==> config.mk <==
export PLATFORM = sky130hd
export DESIGN_NAME = apb_mem_slave_p_flat
export DESIGN_NICKNAME = d
export VERILOG_FILES = /design/src/rtl/apb_mem_pkg.sv /design/src/rtl/apb_mem_slave_p_if.sv /design/src/rtl/apb_mem_array.sv /design/src/rtl/apb_mem_slave_p.sv /design/src/flat_wrapper.sv
export SDC_FILE = /design/constraint.sdc
export NUM_CORES = 1
export LEC_CHECK = 0
export CAP_MARGIN = 20
export CORE_MARGIN = 2
export CORE_UTILIZATION = 43
export DETAILED_ROUTE_END_ITERATION = 10
export PLACE_DENSITY = 0.69
export SYNTH_ARGS = -nofsm -noshare
export SYNTH_HDL_FRONTEND = slang
export SYNTH_SLANG_ARGS = --single-unit
export TNS_END_PERCENT = 5
==> constraint.sdc <==
create_clock -name pclk -period 2.3 [get_ports pclk]
set_clock_uncertainty 0.05 [all_clocks]
set_input_delay 0.23 -clock pclk [delete_from_list [all_inputs] [get_ports pclk]]
set_output_delay 0.23 -clock pclk [all_outputs]
set_load 0.02 [all_outputs]
==> src/rtl/apb_mem_pkg.sv <==
// Shared types and elaboration helpers for the APB memory slave.
// Holds the FSM state encoding and parameter legality checks.
package apb_mem_pkg;

  typedef enum logic {
    IDLE,
    ACCESS
  } state_t;

  function automatic int align_f(input int dw);
    return $clog2(dw / 8);
  endfunction

  function automatic bit params_ok(
    input int aw,
    input int dw,
    input int depth,
    input int waits,
    input int ro
  );
    bit ok;
    ok = (dw == 8 || dw == 16 || dw == 32 || dw == 64);
    ok = ok && depth >= 2 && (depth & (depth - 1)) == 0;
    ok = ok && waits >= 0 && waits <= 15;
    ok = ok && ro >= 0 && ro <= depth;
    ok = ok && aw > $clog2(depth) + align_f(dw);
    return ok;
  endfunction

endpackage

==> src/rtl/apb_mem_slave_p_if.sv <==
// APB4 bus bundle between a master and the memory slave.
// Clock and reset travel as plain ports alongside it.
interface apb_mem_slave_p_if #(
  parameter int ADDR_WIDTH = 32,
  parameter int DATA_WIDTH = 32
);
  import apb_mem_pkg::*;

  logic [ADDR_WIDTH-1:0]   paddr;
  logic                    psel;
  logic                    penable;
  logic                    pwrite;
  logic [DATA_WIDTH-1:0]   pwdata;
  logic [DATA_WIDTH/8-1:0] pstrb;
  logic [DATA_WIDTH-1:0]   prdata;
  logic                    pready;
  logic                    pslverr;

  modport master (
    output paddr, psel, penable, pwrite, pwdata, pstrb,
    input  prdata, pready, pslverr
  );

  modport slave (
    input  paddr, psel, penable, pwrite, pwdata, pstrb,
    output prdata, pready, pslverr
  );

endinterface

==> src/rtl/apb_mem_array.sv <==
// Word storage with byte-lane synchronous write and async read.
// Contents are intentionally not reset.
module apb_mem_array
  import apb_mem_pkg::*;
#(
  parameter int DATA_WIDTH = 32,
  parameter int DEPTH      = 16,
  localparam int IW        = $clog2(DEPTH),
  localparam int NB        = DATA_WIDTH / 8
) (
  input  logic                  clk,
  input  logic                  we,
  input  logic [IW-1:0]         widx,
  input  logic [DATA_WIDTH-1:0] wdata,
  input  logic [NB-1:0]         strb,
  input  logic [IW-1:0]         ridx,
  output logic [DATA_WIDTH-1:0] rdata
);

  logic [DATA_WIDTH-1:0] mem [DEPTH];

  always_ff @(posedge clk) begin
    if (we) begin
      for (int i = 0; i < NB; i++) begin
        if (strb[i]) mem[widx][i*8 +: 8] <= wdata[i*8 +: 8];
      end
    end
  end

  assign rdata = mem[ridx];

endmodule

==> src/rtl/apb_mem_slave_p.sv <==
// APB4 memory slave: wait states, byte strobes, read-only low region.
// All bus outputs come straight from registers.
module apb_mem_slave_p
  import apb_mem_pkg::*;
#(
  parameter int ADDR_WIDTH  = 32,
  parameter int DATA_WIDTH  = 32,
  parameter int DEPTH       = 16,
  parameter int WAIT_CYCLES = 0,
  parameter int RO_WORDS    = 0
) (
  input  logic             pclk,
  input  logic             presetn,
  apb_mem_slave_p_if.slave bus
);

  localparam int ALIGN = align_f(DATA_WIDTH);
  localparam int IW    = $clog2(DEPTH);
  localparam int CW    = (WAIT_CYCLES > 0) ? $clog2(WAIT_CYCLES + 1) : 1;
  localparam logic [CW-1:0] WC = CW'(WAIT_CYCLES);
  localparam logic [ADDR_WIDTH-1:0] LOW_MASK = ADDR_WIDTH'((1 << ALIGN) - 1);

  if (!params_ok(ADDR_WIDTH, DATA_WIDTH, DEPTH, WAIT_CYCLES, RO_WORDS))
  begin : g_bad_params
    $error("apb_mem_slave_p: illegal parameter combination");
  end

  state_t                state;
  logic [CW-1:0]         cnt;
  logic [IW-1:0]         idx_q;
  logic                  wr_q;
  logic                  err_q;
  logic [DATA_WIDTH-1:0] prdata_q;
  logic                  pready_q;
  logic                  pslverr_q;

  logic [ADDR_WIDTH-1:0] word;
  logic                  misalign;
  logic                  out_range;
  logic                  prot;
  logic                  err;
  logic                  last;
  logic                  we;
  logic [DATA_WIDTH-1:0] rdata;

  assign word      = bus.paddr >> ALIGN;
  assign out_range = word >= ADDR_WIDTH'(DEPTH);

  if (ALIGN == 0) begin : g_no_align
    assign misalign = 1'b0;
  end else begin : g_align
    assign misalign = (bus.paddr & LOW_MASK) != '0;
  end

  if (RO_WORDS == 0) begin : g_no_ro
    assign prot = 1'b0;
  end else begin : g_ro
    assign prot = bus.pwrite && (word < ADDR_WIDTH'(RO_WORDS));
  end

  assign err  = misalign || out_range || prot;
  assign last = (cnt == WC);
  assign we   = (state == ACCESS) && bus.psel && bus.penable
             && last && wr_q && !err_q;

  apb_mem_array #(
    .DATA_WIDTH (DATA_WIDTH),
    .DEPTH      (DEPTH)
  ) u_array (
    .clk   (pclk),
    .we    (we),
    .widx  (idx_q),
    .wdata (bus.pwdata),
    .strb  (bus.pstrb),
    .ridx  (word[IW-1:0]),
    .rdata (rdata)
  );

  // pready rises on the edge entering the final access cycle
  always_ff @(posedge pclk or negedge presetn) begin
    if (!presetn) begin
      state     <= IDLE;
      cnt       <= '0;
      idx_q     <= '0;
      wr_q      <= 1'b0;
      err_q     <= 1'b0;
      prdata_q  <= '0;
      pready_q  <= 1'b0;
      pslverr_q <= 1'b0;
    end else begin
      unique case (state)
        IDLE: begin
          if (bus.psel && !bus.penable) begin
            state     <= ACCESS;
            cnt       <= '0;
            idx_q     <= word[IW-1:0];
            wr_q      <= bus.pwrite;
            err_q     <= err;
            prdata_q  <= (err || bus.pwrite) ? '0 : rdata;
            pready_q  <= (WC == '0);
            pslverr_q <= (WC == '0) && err;
          end
        end
        ACCESS: begin
          if (bus.psel && bus.penable) begin
            if (!last) begin
              cnt <= cnt + CW'(1);
              if (cnt + CW'(1) == WC) begin
                pready_q  <= 1'b1;
                pslverr_q <= err_q;
              end
            end else begin
              state     <= IDLE;
              pready_q  <= 1'b0;
              pslverr_q <= 1'b0;
            end
          end else begin
            state     <= IDLE;
            pready_q  <= 1'b0;
            pslverr_q <= 1'b0;
          end
        end
        default: state <= IDLE;
      endcase
    end
  end

  assign bus.prdata  = prdata_q;
  assign bus.pready  = pready_q;
  assign bus.pslverr = pslverr_q;

endmodule

==> src/flat_wrapper.sv <==
// flat-port wrapper written by rule: the top's interface ports become plain ports
module apb_mem_slave_p_flat import apb_mem_pkg::*;
#(
  parameter int ADDR_WIDTH  = 32,
  parameter int DATA_WIDTH  = 32,
  parameter int DEPTH       = 16,
  parameter int WAIT_CYCLES = 0,
  parameter int RO_WORDS    = 0
)
  (pclk, presetn, bus_paddr, bus_psel, bus_penable, bus_pwrite, bus_pwdata, bus_pstrb, bus_prdata, bus_pready, bus_pslverr);
  apb_mem_slave_p_if #(.ADDR_WIDTH(ADDR_WIDTH), .DATA_WIDTH(DATA_WIDTH)) bus_i ();
  input  logic pclk;
  input  logic presetn;
  input wire logic [$bits(bus_i.paddr)-1:0] bus_paddr;
  input wire logic [$bits(bus_i.psel)-1:0] bus_psel;
  input wire logic [$bits(bus_i.penable)-1:0] bus_penable;
  input wire logic [$bits(bus_i.pwrite)-1:0] bus_pwrite;
  input wire logic [$bits(bus_i.pwdata)-1:0] bus_pwdata;
  input wire logic [$bits(bus_i.pstrb)-1:0] bus_pstrb;
  output wire logic [$bits(bus_i.prdata)-1:0] bus_prdata;
  output wire logic [$bits(bus_i.pready)-1:0] bus_pready;
  output wire logic [$bits(bus_i.pslverr)-1:0] bus_pslverr;
  assign bus_i.paddr = bus_paddr;
  assign bus_i.psel = bus_psel;
  assign bus_i.penable = bus_penable;
  assign bus_i.pwrite = bus_pwrite;
  assign bus_i.pwdata = bus_pwdata;
  assign bus_i.pstrb = bus_pstrb;
  assign bus_prdata = bus_i.prdata;
  assign bus_pready = bus_i.pready;
  assign bus_pslverr = bus_i.pslverr;
  apb_mem_slave_p #(.ADDR_WIDTH(ADDR_WIDTH), .DATA_WIDTH(DATA_WIDTH), .DEPTH(DEPTH), .WAIT_CYCLES(WAIT_CYCLES), .RO_WORDS(RO_WORDS)) u_core (.pclk(pclk), .presetn(presetn), .bus(bus_i));
endmodule
After elaboration in Yosys (flattened, before gate mapping) --
Memory sizes are Yosys's and may differ from the RTL's. Cells that the tools add are included.
Storage, ports and cells: register bits 42, RAM bits 512, input bits 73, output and inout bits 34, word-level logic and storage cells 62, memories 1
Operators by class: $add $sub $neg 1, $lt $le $gt $ge 1, eq/ne operators 3, multiplexer cells 31, bitwise gates (word level) 2, reductions and logical operators 15
Memories:
- u_core.u_array.mem | depth 16, bits a word 32, rd ports 1, clocked after Yosys merged registers in 0, write ports 1, line apb_mem_array.sv:20 | logic [DATA_WIDTH-1:0] mem [DEPTH];
Operators by type and width (number):
- two-way mux 32 bit | 1
- nonzero test 32 bit | 1
- >= comparator 30 x 5 -> 1 bit, second input constant | 1
- two-way mux 1 bit | 26
- one-hot mux 1 bit (2 select lines) | 4
- logical AND 1 bit | 7
- AND reduction 2 bit | 3
- != test 4 bit, second input constant | 1
- zero test 1 bit | 2
- logical OR 1 bit | 2
- != test 2 x 1 -> 1 bit, second input constant | 1
- != test 2 bit, second input constant | 1
- inverter 1 bit | 2
- adder 1 bit, second input constant | 1

Logic depth before layout (Yosys ltp) --
depth after elaboration 7, depth in mapped cells 7, gate-level depth less buffers 4

By module --
From an unflattened synthesis, not the netlist that was laid out.
Second synthesis, totals: cells, all modules 1063, area, all modules 21410.5 um^2
By module, submodules not included:
- apb_mem_array | times used 1, cells each 877, area an instance 19458.7 um^2, seq. area each 15374.7 um^2
- apb_mem_slave_p | times used 1, cells each 186, area an instance 1951.9 um^2, seq. area each 1026.0 um^2

Worst setup path before layout --
OpenSTA, ideal clock, no wires.
path type reg-to-reg, start point register u_core.state, end point memory u_core.u_array.mem[10][16], enable pin, library setup time 0.370 ns, arrival time 1.388 ns, data required time 1.880 ns, slack 0.492 ns, cell stages (with the launch flop) 6, path buffers 1, clock period less this slack 1.808 ns, path through dfrtp_1 > nand4_1 > nor2_1 > nand2_1 > clkbuf_1 > nor2_1
Between the ends: word-level cells in the longest chain between the ends 7
RTL lines:
- start: declaration | line apb_mem_slave_p.sv:28 | state_t state;
- start signal: assignment | line apb_mem_slave_p.sv:82 | state <= IDLE;
- start signal: assignment | line apb_mem_slave_p.sv:94 | state <= ACCESS;
- start signal: assignment | line apb_mem_slave_p.sv:113 | state <= IDLE;
- logical AND 1 bit (2 in a row) | line apb_mem_slave_p.sv:63 | assign we = (state == ACCESS) && bus.psel && bus.penable
- logical AND 1 bit (3 in a row) | line apb_mem_slave_p.sv:64 | && last && wr_q && !err_q;
- two-way mux 1 bit | line apb_mem_array.sv:23 | if (we) begin
- two-way mux 1 bit (not written as such) | line apb_mem_array.sv:25 | if (strb[i]) mem[widx][i*8 +: 8] <= wdata[i*8 +: 8];
- end: declaration | line apb_mem_array.sv:20
No other way between the ends.

Worst setup path after layout --
start point register u_core.pready_q (netlist: u_core.bus.pready), end point output port bus_pready
RTL lines:
- start: declaration | line apb_mem_slave_p.sv:34 | logic pready_q;
- start signal: assignment | line apb_mem_slave_p.sv:100 | pready_q <= (WC == '0);
- end: declaration | line flat_wrapper.sv:21 | output wire logic [$bits(bus_i.pready)-1:0] bus_pready;
No word-level cell between the ends.

==> results.md <==
* Outcome: completed
* Core Util, Final at between 50% and 60%
* Clk_lat worst skew at 0.61 ns
* Static leakage at about 9.0 nW
* Routed wire length at about 50 mm
* Syn Area/Cell at 18.70 um2
* Power Density at between 800 and 900 nW/um2
* IR Drop Worst-Case VDD at 0.6136 mV
* Post-CTS Setup Bufs at 0
* CTS Hold Bufs at 1
* Total core area at 50380 um2
* Share of cells above drive strength 1 at roughly 23%
* Worst Path Required at between 2 and 2.5 ns
* H-tree levels at 2
* Final setup violation count at 0
* Netlist cell types at 33
* Post-cts repair resize count at 0
* Die ar. at 53060 um2
* Hold WC Path Type: in -> reg
* Yosys warns at 0
* CTS Sinks at 553
* RSZ-0062 raised after global routing: no
* Die Y at roughly 230 um
* Comb power frac at 5.3%
* FF-to-FF End: u_core.u_array.mem[4][26]$_DFFE_PP_
* R2R Setup Slk at around 0.36 ns
* Fillers at just under 4k
* ANT cells at 0
* Worst Setup End Kind: output pin
* Root Buffer Master: clkbuf_16
* Post-route DRC at 0
* Seq/Total Area, Yosys at between 70% and 80%
* Starting DRT DRC Count at around 1.1k
* Clock network power share at a little over two fifths
* Crit-path slowest cell: clkdlybuf4s50_1
* CP Cell Sequence: clkdlybuf4s50_1
* Clock tree from TritonCTS: yes
* Sequential power share at between 50% and 60%
* Maxcap violations at 0
* Worst Path Buf+Inv at 1
* Sw Share at around 20%
* Final #Nets at 1456
* Synth Register Bits at 553
* Worst Tran Pin Value at approximately 0.65 ns
* Max Fclk at between 400 and 500 MHz
* Post-synth top area share at 69.79%
* I/O Pins at about 110
* Hpwl dp at between 30 and 40 mm
* Largest delay share family, worst path: buffers and inverters
* Cts bufs inserted at 56
* Via count at 11.76k
* Via density at ~5.6
* P_sw at 4.371 mW
* Crit path from: u_core.bus.pready$_DFFE_PN0P_
* Final hold violation count at 0
* Worst-case clock buffer depth at 3
* R2r startpoint: u_core.idx_q[0]$_DFFE_PN0P_
* Post-route ant nets at 0
* Gp weighted congestion at ~0.81
* Min Tclk post-route at between 2 and 2.5 ns
* GRT Overall Usage at approximately a fifth
* Post-DR wirelength/cell at approximately 24 um
* Drt first pass iters at 5
* I/O Buffers at between 100 and 150
* Vias in the first global route at 12.19k
* CP Class: reg -> out
* Largest net degree at the start of global routing at 104
* Initial Utilization at between 40% and 50%
* Max-slew headroom at a little under three fifths
* Hold Crit Depth at 4
* Overflow after GRT at 0
* Hold path start: bus_paddr[4]
* Cells on worst reg2reg path at 4
* Pint at ~17 mW
* Gate Count Post-Synth at approximately 1.2k
* WP data arrival at between 1.5 and 2 ns
* Worst path max stage delay at roughly 0.71 ns
* Area leader, netlist: edfxtp_1
* First-pass GRT wire length at 75.48 mm
* Antenna violations before repair at 0
* Row count at between 80 and 90
* Fin crit share at just under 90%
* Die Wd at between 200 and 250 um
* Area grow syn2layout at 20.54%
* Crit path launch type: register
* Setup Total Neg Slack at 0 ns
* Max FO, Critical Path at 2
* Slew Limit Fails at 0
* Mapped cell area at between 20000 and 25000 um2
* Syn Nets at between 1k and 1.5k
* Hold worst-path end: u_core.idx_q[2]$_DFFE_PN0P_
* Area contributors post-synth: edfxtp_1 70%, mux2i_1 7.2%, mux4_2 6.4%, dfrtp_1 4.7%, a221oi_2 2.7%
* Clock slew seen by the registers of the worst setup and hold paths at 0.06 ns
## cell families (layout without fill, tap and decap cells)
| family | count (synthesis) | count (layout) | share of synthesized area [%] |
|---|---|---|---|
| multiplexers | 226 | 226 | 13.87 |
| flip-flops | 553 | 553 | 74.44 |
| buffers and inverters | 75 | 328 | 1.834 |
| AND/OR/NAND/NOR | 163 | 163 | 3.266 |
| AO/OA/AOI/OAI | 161 | 161 | 6.588 |
## metrics by stage
step                      power (mW)  instance area [um2]  hold slack (ns)  setup slack (ns)  cells
after floorplan                11.85                22030          -0.1156            0.4916   1178
after global placement         12.36                24620           0.2159            0.1939   1996
after detailed placement       12.40                24620           0.2150            0.1820   1996
after CTS                      21.65                26560          0.06981            0.1885   2103
after global routing           22.14                26560          0.09879            0.1951   2103
final                          21.49                26560          0.09719            0.2513   2103
## registers in the layout, indices dropped and copies added, names as in the netlist
name,flops
u_core.bus.prdata,32
u_core.u_array.mem,512
u_core.state,1
u_core.idx_q,4
u_core.bus.pready,1
u_core.bus.pslverr,1
u_core.wr_q,1
u_core.err_q,1
## power groups by stage
stage               sequential (mW)  clock (mW)  combinational, mW
finish                         11.0        9.30               1.14
global route                   11.0        9.88               1.22
CTS                            11.0        9.45               1.15
detailed placement             11.3           0               1.14
global placement               11.3           0               1.11
floorplan                      11.2           0              0.596
## Yosys cell counts (all sizes together)
library cell / count
dfrtp: 41
a221oi: 64
mux2i: 159
mux4: 63
nor2b: 7
and3: 3
a21oi: 32
clkbuf: 24
or3b: 1
and4: 1
nand3: 6
nand2: 60
inv: 2
and2: 1
nand2b: 1
o22ai: 2
nor2: 73
buf: 49
a22oi: 60
mux2: 4
nand4: 3
edfxtp: 512
or4: 2
nor4: 5
o21ai: 2
a211oi: 1
## worst max path at each step
stage	slack, ns	to	depth (start not counted)
global placement	0.19	u_core.u_array.mem[12][22]$_DFFE_PP_	8
CTS	0.19	bus_pslverr	1
global route	0.20	bus_pslverr	1
detailed placement	0.18	u_core.u_array.mem[4][30]$_DFFE_PP_	8
floorplan	0.49	u_core.u_array.mem[10][16]$_DFFE_PP_	5
finish	0.25	bus_pready	1
## layout by cell type, fill, tap and decap left out, drive strengths merged
cell and count:
edfxtp 512, mux2i 159, buf 118, clkdlybuf4s50 101, clkbuf 86, nor2 73
a221oi 64, mux4 63, a22oi 60, nand2 60, dfrtp 41, a21oi 32
clkinv 12, nor2b 7, nand3 6, bufinv 6, nor4 5, mux2 4
inv 4, and3 3, nand4 3, o22ai 2, o21ai 2, or4 2
a211oi 1, or3b 1, nand2b 1, and4 1, and2 1, dlygate4sd3 1
## area by class of cell
class / count / area (um2) / area share, %
clock buffer: 86 / 1665 / 6.271
inverter: 2 / 7.507 / 0.02827
sequential: 553 / 16400 / 61.76
clock inverter: 20 / 259.0 / 0.9753
timing repair buffer: 220 / 2132 / 8.028
tap: 672 / 840.8 / 3.166
multi-input combinational: 550 / 5251 / 19.77
## layer usage
layer	track usage [%]	up-vias	wire (um)
li1	-	5212	-
met1	25.73	6049	21150
met2	31.59	419	24640
met3	3.545	84	3278
met4	6.694	0	1407
met5	0	-	0
## worst register-to-register path: cells and delay by family (launching register included)
family        cells  cell delay, ns
simple gates      3            0.87
flops             1            0.45
buf+inv           1            0.26
Power figures use the tool's default switching activity.
